### src/rtl/dcache_ctrl.sv
// dcache_ctrl: direct-mapped, one-word-per-line, write-through,
// no-write-allocate data cache controller with a req/ack backing memory port.
module dcache_ctrl #(
  parameter int unsigned LINES = 16,
  parameter int unsigned IDX_W = 4
) (
  input  logic        Clk,
  input  logic        Rst,
  input  logic [65:0] Dcache_bus_in,
  output logic [32:0] Dcache_bus_out,
  input  logic        flush,
  output logic        mem_req,
  output logic        mem_we,
  output logic [31:0] mem_addr,
  output logic [31:0] mem_wdata,
  input  logic        mem_ack,
  input  logic [31:0] mem_rdata
);

  localparam int unsigned TAG_W = 32 - IDX_W - 2;

  typedef enum logic [1:0] {
    IDLE    = 2'd0,
    RD_WAIT = 2'd1,
    WR_WAIT = 2'd2,
    WR_DONE = 2'd3
  } state_t;

  state_t state, state_nx;

  logic [LINES-1:0] valid;
  logic [TAG_W-1:0] tag_arr  [LINES];
  logic [31:0]      data_arr [LINES];

  logic        flush_pend;
  logic        fwd_valid;
  logic [31:0] fwd_data;

  // Request bus fields.
  logic [31:0]      req_addr;
  logic [31:0]      req_wdata;
  logic             req_en;
  logic             req_rw;
  logic [IDX_W-1:0] req_idx;
  logic [TAG_W-1:0] req_tag;
  logic [IDX_W-1:0] lat_idx;
  logic [TAG_W-1:0] lat_tag;
  logic             unused_addr_lsb;

  assign req_addr        = Dcache_bus_in[65:34];
  assign req_wdata       = Dcache_bus_in[33:2];
  assign req_en          = Dcache_bus_in[1];
  assign req_rw          = Dcache_bus_in[0];
  assign req_idx         = req_addr[IDX_W+1:2];
  assign req_tag         = req_addr[31:IDX_W+2];
  assign lat_idx         = mem_addr[IDX_W+1:2];
  assign lat_tag         = mem_addr[31:IDX_W+2];
  assign unused_addr_lsb = ^req_addr[1:0];

  // Lookups: live request, latched transaction, and the just-filled word.
  logic req_hit, lat_hit, fwd_hit;
  assign req_hit = valid[req_idx] && (tag_arr[req_idx] == req_tag);
  assign lat_hit = valid[lat_idx] && (tag_arr[lat_idx] == lat_tag);
  // A fill that was flushed on arrival is still returned to its requester once.
  assign fwd_hit = fwd_valid && (req_addr[31:2] == mem_addr[31:2]);

  logic        miss_c;
  logic [31:0] rdata_c;
  logic        start_rd, start_wr;

  // Next-state and combinational response.
  always_comb begin
    state_nx = state;
    miss_c   = 1'b0;
    rdata_c  = '0;
    start_rd = 1'b0;
    start_wr = 1'b0;
    case (state)
      IDLE: begin
        if (req_en) begin
          if (req_rw) begin
            miss_c   = 1'b1;
            start_wr = 1'b1;
            state_nx = WR_WAIT;
          end else if (fwd_hit) begin
            rdata_c = fwd_data;
          end else if (req_hit) begin
            rdata_c = data_arr[req_idx];
          end else begin
            miss_c   = 1'b1;
            start_rd = 1'b1;
            state_nx = RD_WAIT;
          end
        end
      end
      RD_WAIT: begin
        miss_c = 1'b1;
        if (mem_ack) state_nx = IDLE;
      end
      WR_WAIT: begin
        miss_c = 1'b1;
        if (mem_ack) state_nx = WR_DONE;
      end
      WR_DONE: state_nx = IDLE;
      default: state_nx = IDLE;
    endcase
  end

  logic fill_done, store_done, enter_idle, flush_now;
  assign fill_done  = (state == RD_WAIT) && mem_ack;
  assign store_done = (state == WR_WAIT) && mem_ack;
  assign enter_idle = (state != IDLE) && (state_nx == IDLE);
  assign flush_now  = ((state == IDLE) && flush) || (enter_idle && (flush || flush_pend));

  assign Dcache_bus_out = Rst ? 33'd0 : {miss_c, rdata_c};

  // State, memory port, valid bits and pending-flush bookkeeping.
  always_ff @(posedge Clk) begin
    if (Rst) begin
      state      <= IDLE;
      mem_req    <= 1'b0;
      mem_we     <= 1'b0;
      mem_addr   <= '0;
      mem_wdata  <= '0;
      flush_pend <= 1'b0;
      fwd_valid  <= 1'b0;
      fwd_data   <= '0;
      valid      <= '0;
    end else begin
      state     <= state_nx;
      fwd_valid <= fill_done;
      if (fill_done) fwd_data <= mem_rdata;

      if (start_rd || start_wr) begin
        mem_req  <= 1'b1;
        mem_we   <= start_wr;
        mem_addr <= {req_addr[31:2], 2'b00};
        if (start_wr) mem_wdata <= req_wdata;
      end else if (fill_done || store_done) begin
        mem_req <= 1'b0;
      end

      if (flush_now) flush_pend <= 1'b0;
      else if (flush && (state != IDLE)) flush_pend <= 1'b1;

      if (flush_now) valid <= '0;
      else if (fill_done) valid[lat_idx] <= 1'b1;
    end
  end

  // Tag/data arrays: refill on read ack, write-update on store ack to a resident line.
  always_ff @(posedge Clk) begin
    if (!Rst) begin
      if (fill_done) begin
        tag_arr[lat_idx]  <= lat_tag;
        data_arr[lat_idx] <= mem_rdata;
      end else if (store_done && lat_hit) begin
        data_arr[lat_idx] <= mem_wdata;
      end
    end
  end

endmodule

### config.mk
export PLATFORM = sky130hd
export DESIGN_NAME = dcache_ctrl
export DESIGN_NICKNAME = d
export VERILOG_FILES = /design/src/rtl/dcache_ctrl.sv
export SDC_FILE = /design/constraint.sdc
export NUM_CORES = 1
export LEC_CHECK = 0
export ABC_CLOCK_PERIOD_IN_PS = 7400
export BUFFER_PORTS_ARGS = -buffer_cell sky130_fd_sc_hd__buf_4
export CAP_MARGIN = 20
export CORE_MARGIN = 5
export CORE_UTILIZATION = 64
export CTS_BUF_LIST = sky130_fd_sc_hd__clkbuf_4
export DETAILED_ROUTE_END_ITERATION = 16
export PLACE_DENSITY = 0.82
export SETUP_SLACK_MARGIN = 0.02
export SLEW_MARGIN = 25
export SYNTH_ARGS = -nofsm -noshare
export SYNTH_HDL_FRONTEND = slang
export SYNTH_SLANG_ARGS = --single-unit
### constraint.sdc
create_clock -name Clk -period 7.4 [get_ports Clk]
set_clock_uncertainty 0.05 [all_clocks]
set_input_delay 0.74 -clock Clk [delete_from_list [all_inputs] [get_ports Clk]]
set_output_delay 0.74 -clock Clk [all_outputs]
set_load 0.01 [all_outputs]
# Word-level counts from Yosys, hierarchy flattened
# Memory sizes are Yosys's and may differ from the RTL's. A register that Yosys moved wholly into a read port is not among the register bits.
# Index checks and enable logic that the tools add are counted.
# op_classes
reduce_logical,22
bitwise_logic,2
magnitude_cmp,3
n_eq_ne,6
mux,42
# op_table
cell,n
two-way mux 32 bit,6
== test 26 bit,2
two-way mux 33 bit,1
== test 30 bit,1
two-way mux 1 bit,22
bitwise OR 16 bit,1
two-way mux 2 bit,6
logical AND 1 bit,11
"< comparator 4 x 5 -> 1 bit, second input constant",2
binary-select mux 1 bit (select 4 bit),2
two-way mux 4 bit,2
case mux 2 bit (4 select lines),1
demux 1 bit (select 4 bit),1
"== test 2 bit, second input constant",2
"greater-or-equal comparator 4 x 1 -> 1 bit, second input constant",1
logical NOT 2 bit,2
logical OR 1 bit,4
nonzero test 2 bit,2
OR reduction 2 bit,2
"== test 2 x 1 -> 1 bit, second input constant",1
case mux 1 bit (2 select lines),1
AND reduction 2 bit,1
bitwise OR 1 bit,1
# totals
ram_bits,928
elab_cells,86
memories,2
inputBits,102
reg_bits,116
output_inout_bits,99
# mem_list
name,words,word_bits,read_ports,rd_ports_with_merged_regs,write_ports,line,text
data_arr,16,32,1,0,1,33,logic [31:0] data_arr [LINES];
tag_arr,16,26,2,1,1,32,logic [TAG_W-1:0] tag_arr [LINES];

# Logic depth before layout (Yosys ltp)
# logic_depth
ltp_word,13
depth_mapped,16
ltp_nobuf,9

# Worst setup path before layout
# OpenSTA, ideal clock, no wires.
# synth_timing
path_kind,register -> register
startpoint,register with a tool-made name
endpoint,"memory data_arr[11][0], enable pin"
slack_ps,1797
setup_ps,461
arrival_time_ps,5092
required_time_ps,6889
path_stages_with_launch,12
synth_period_minus_slack_ps,5603
path_buffers,4
path_cell_list,dfxtp_1 > clkbuf_1 > buf_6 > buf_2 > mux4_2 > mux4_2 > xor2_1 > nor4_2 > nand4_1 > a21boi_4 > buf_6 > nor3_1
# synth_lines
item,line
end: declaration,33

# Worst setup path after layout
# layout_timing
startpoint,input port Dcache_bus_in[38]
endpoint,output port Dcache_bus_out[31]
# layout_via
elab_chain_len,9
elab_cells_between_ends,14
classes_between,2 x eq/ne; 8 x mux; 2 x reduce/logical; 2 x memory
# layout_rtl
item,line,text
start: declaration,9,"input logic [65:0] Dcache_bus_in,"
memory (16 x 26 bit) / binary-select mux 1 bit (select 4 bit) (equally long branches),--,
== test 26 bit / two-way mux 1 bit (equally long branches),62,assign req_hit = valid[req_idx] && (tag_arr[req_idx] == req_tag);
logical AND 1 bit,62,
two-way mux 32 bit,87,end else if (req_hit) begin
two-way mux 32 bit (*),85,end else if (fwd_hit) begin
two-way mux 32 bit (*),81,if (req_rw) begin
two-way mux 32 bit (*),80,if (req_en) begin
two-way mux 32 bit (*),78,case (state)
two-way mux 33 bit (*),115,"assign Dcache_bus_out = Rst ? 33'd0 : {miss_c, rdata_c};"
end: declaration,10,"output logic [32:0] Dcache_bus_out,"
# Mark *: on every way between the ends. The rest lies on a longest branch, timed or not. The select of a mux whose other input is x is not followed.

==> flow_metrics.env <==
export IMPL_drt_pass1_iterations=12
export IMPL_fp_dieArea_um2=75800
export IMPL_cts_root_buf="clkbuf_4"
export IMPL_die_y_um=275
export IMPL_rows=97
export IMPL_synth_top_cells_by_area="edfxtp_1 (62%), mux4_2 (20%), dfxtp_1 (5.3%), nand2_1 (1.9%), a21oi_1 (1.3%)"
export IMPL_rsz0062_at_grt="false"
export IMPL_layout_drive_gt1_share_pct=36.8
export IMPL_clkSinkCount=1048
export IMPL_die_w_um=275
export IMPL_final_common_cell="edfxtp_1"
export IMPL_drc=0
export IMPL_worst_setup_path_start_kind="input port"
export IMPL_grtUsageMet3_pct=8.19
export IMPL_cp_max_fo=80
export IMPL_vias_per_cell=6.80
export IMPL_grt_util_met2_pct=53.5
export IMPL_antenna_found_initial=9
export IMPL_fillCellCount=3893
export IMPL_ir_drop_mv=0.254
export IMPL_grt_overflow_total=0
export IMPL_synth_seq_cells=1048
export IMPL_status="completed"
export IMPL_pin_count=201
export IMPL_worst_slew_pin_transition_ns=1.05
export IMPL_endpoint_kind="output port"
export IMPL_synth_edf_count=928
export IMPL_drt_total_wl_mm=123
export IMPL_grt_busiest_layer="met2"
export IMPL_synth_seq_area_share_pct=67.2
export IMPL_grt_use_total_pct=33.0
export IMPL_synth_distinct_cells=61
export IMPL_drv_slew=0
export IMPL_hp_start="Rst"
export IMPL_start_util_pct=64.4
export IMPL_setup_viol=0
export IMPL_cts_tree="done"
export IMPL_max_freq_mhz=169
export IMPL_wl_per_cell_um=30.4
export IMPL_path_class="in2out"
export IMPL_cts_resized=0
export IMPL_buffer_ports_inserted=196
export IMPL_maxCapViolCount=0
export IMPL_synthCells=2417
export IMPL_drt_iter0_drc=3663
export IMPL_p_total_uw=12700
export IMPL_syn_area_per_cell_um2=18.6
export IMPL_path_clk_slew_ns=0.07
export IMPL_grt_pass1_wl_mm=181
export IMPL_hold_path_class="in2reg"
export IMPL_place_inst=3460
export IMPL_cts_max_path_buffers=4
export IMPL_min_period_over_period_pct=79.8
export IMPL_dp_hpwl_mm=67.9
export IMPL_slew_headroom_pct=30.0
export IMPL_htree_levels=5
export IMPL_yosys_most_used_dff="edfxtp_1"
export IMPL_required_ns=6.61
export IMPL_grt_pass1_vias=28705
export IMPL_hold_buffers=95
export IMPL_nNetsFinal=3002
export IMPL_synth_area_um2=45000
export IMPL_drtAntennaViolNets=0
export IMPL_finalCriticalPeriod_ns=5.91
export IMPL_grt_max_degree=81
export IMPL_numCtsBuffers=279
export IMPL_synth_top_area_share_pct=61.9
export IMPL_place_congestion=0.940
export IMPL_clock_latency_ns=1.15
export IMPL_vias=27498
export IMPL_arrival_ns=5.12
export IMPL_postCtsSetupBuffers=0
export IMPL_use_met1_pct=43.1
export IMPL_power_density_nw_per_um2=245
export IMPL_setup_tns_ns=0
export IMPL_core_area_um2=69900
export IMPL_critPathLaunch="Dcache_bus_in[38]"
export IMPL_instances_no_fill=4041
export IMPL_ys_warn_count=0
export IMPL_p_leak_uw=0.0176
export IMPL_yosys_area_top_type="edfxtp_1"
export IMPL_syn_to_final_growth_pct=15.4
export IMPL_hold_viol=0
export IMPL_mostFrequentLayoutCells="edfxtp_1 (928), clkbuf_4 (407), mux4_2 (390), buf_4 (257), nand2_1 (228)"
export IMPL_async_reset_ff_share_pct=0
-- stage by stage --
stage / utilization, % / setup WS, ns / area, um2 / hold WS (ns)
finish: 74.3 / 1.49 / 52000 / 0.223
global route: 74.3 / 1.29 / 51900 / 0.222
CTS: 74.3 / 1.58 / 51900 / 0.116
detailed placement: 68.1 / 1.61 / 47600 / 0.399
global placement: 68.1 / 1.40 / 47600 / 0.392
floorplan: - / 1.80 / 45000 / 0.387
-- cells in the mapped netlist, types with 4 or more instances --
cell / instances
buf_4: 13
clkbuf_1: 76
a31oi_1: 6
o21ai_0: 6
xnor2_1: 35
a32o_1: 30
dfxtp_1: 120
xor2_1: 53
buf_2: 32
edfxtp_1: 928
nand4_1: 10
a211oi_1: 5
nand2_1: 229
ha_1: 4
nand3_1: 24
nor3_1: 11
nor4_1: 19
o22ai_1: 4
buf_6: 27
mux2i_1: 48
nor4b_1: 4
mux2_2: 9
mux4_2: 390
a22oi_1: 10
and3_1: 34
inv_1: 4
a21oi_1: 117
nand2b_1: 9
nor2b_1: 14
mux2_1: 30
buf_1: 15
nor2_1: 51
nor3_2: 8
-- flip-flops by register name, summed over array words and instances (netlist names), named ones only --
register / flops
tag_arr: 416
data_arr: 512
mem_we: 1
valid: 16
mem_wdata: 32
mem_req: 1
fwd_data: 32
mem_addr: 30
fwd_valid: 1
flush_pend: 1
state: 2
-- cells by family (layout without fill, tap and decap cells) --
logic type               after synthesis  after routing  synth area share (%)
flip-flops                          1048           1048                  67.2
multiplexers                         477            477                  21.6
AND/OR/NAND/NOR                      427            427                  4.44
AO/OA/AOI/OAI                        202            202                  2.88
buffers and inverters                170            842                  2.06
XOR/XNOR                              88             88                  1.71
adder cells (fa/ha/maj)                4              4                 0.111
other                                  1             13               0.00833
-- critical path: stages --
cell and delay, ns:
buf_6 0.72, buf_4 0.48, nor2b_1 0.23, nand2_1 0.07, nand3_1 0.13, o32ai_1 0.08, a2111oi_0 0.75, nand4bb_1 0.32
nor4_1 0.41, buf_4 0.22, o21ai_4 0.13, buf_8 0.23, buf_8 0.16, a21oi_1 0.17, buf_4 0.16
-- worst paths after layout --
path | endpoint | slack [ns] | cells past startpoint
min reg2reg | fwd_data[7] | 0.41 | 2
max | Dcache_bus_out[31] | 1.49 | 15
max reg2reg | data_arr[0][4] | 1.68 | 11
min | mem_wdata[31] | 0.22 | 2
-- final cells by class --
class | instances | area [um2] | share of cell area [%]
sequential | 1048 | 30300 | 58.3
multi-input combinational | 1200 | 14100 | 27.1
clock buffer | 407 | 3060 | 5.88
timing repair buffer | 360 | 3010 | 5.80
tap | 940 | 1180 | 2.26
clock inverter | 68 | 318 | 0.612
antenna | 11 | 27.5 | 0.0530
inverter | 7 | 26.3 | 0.0506
-- report_power, final --
part           internal, uW  switching (uW)
registers              6520             154
logic                   540             632
clock network          2590            2310
-- layer usage --
| metal | routed length [um] | up-vias |
|---|---|---|
| met3 | 15300 | 424 |
| li1 | - | 11047 |
| met1 | 41100 | 13773 |
| met5 | 11 | - |
| met4 | 5410 | 2 |
| met2 | 61000 | 2252 |
No activity file was read; power rests on OpenSTA's default activity.
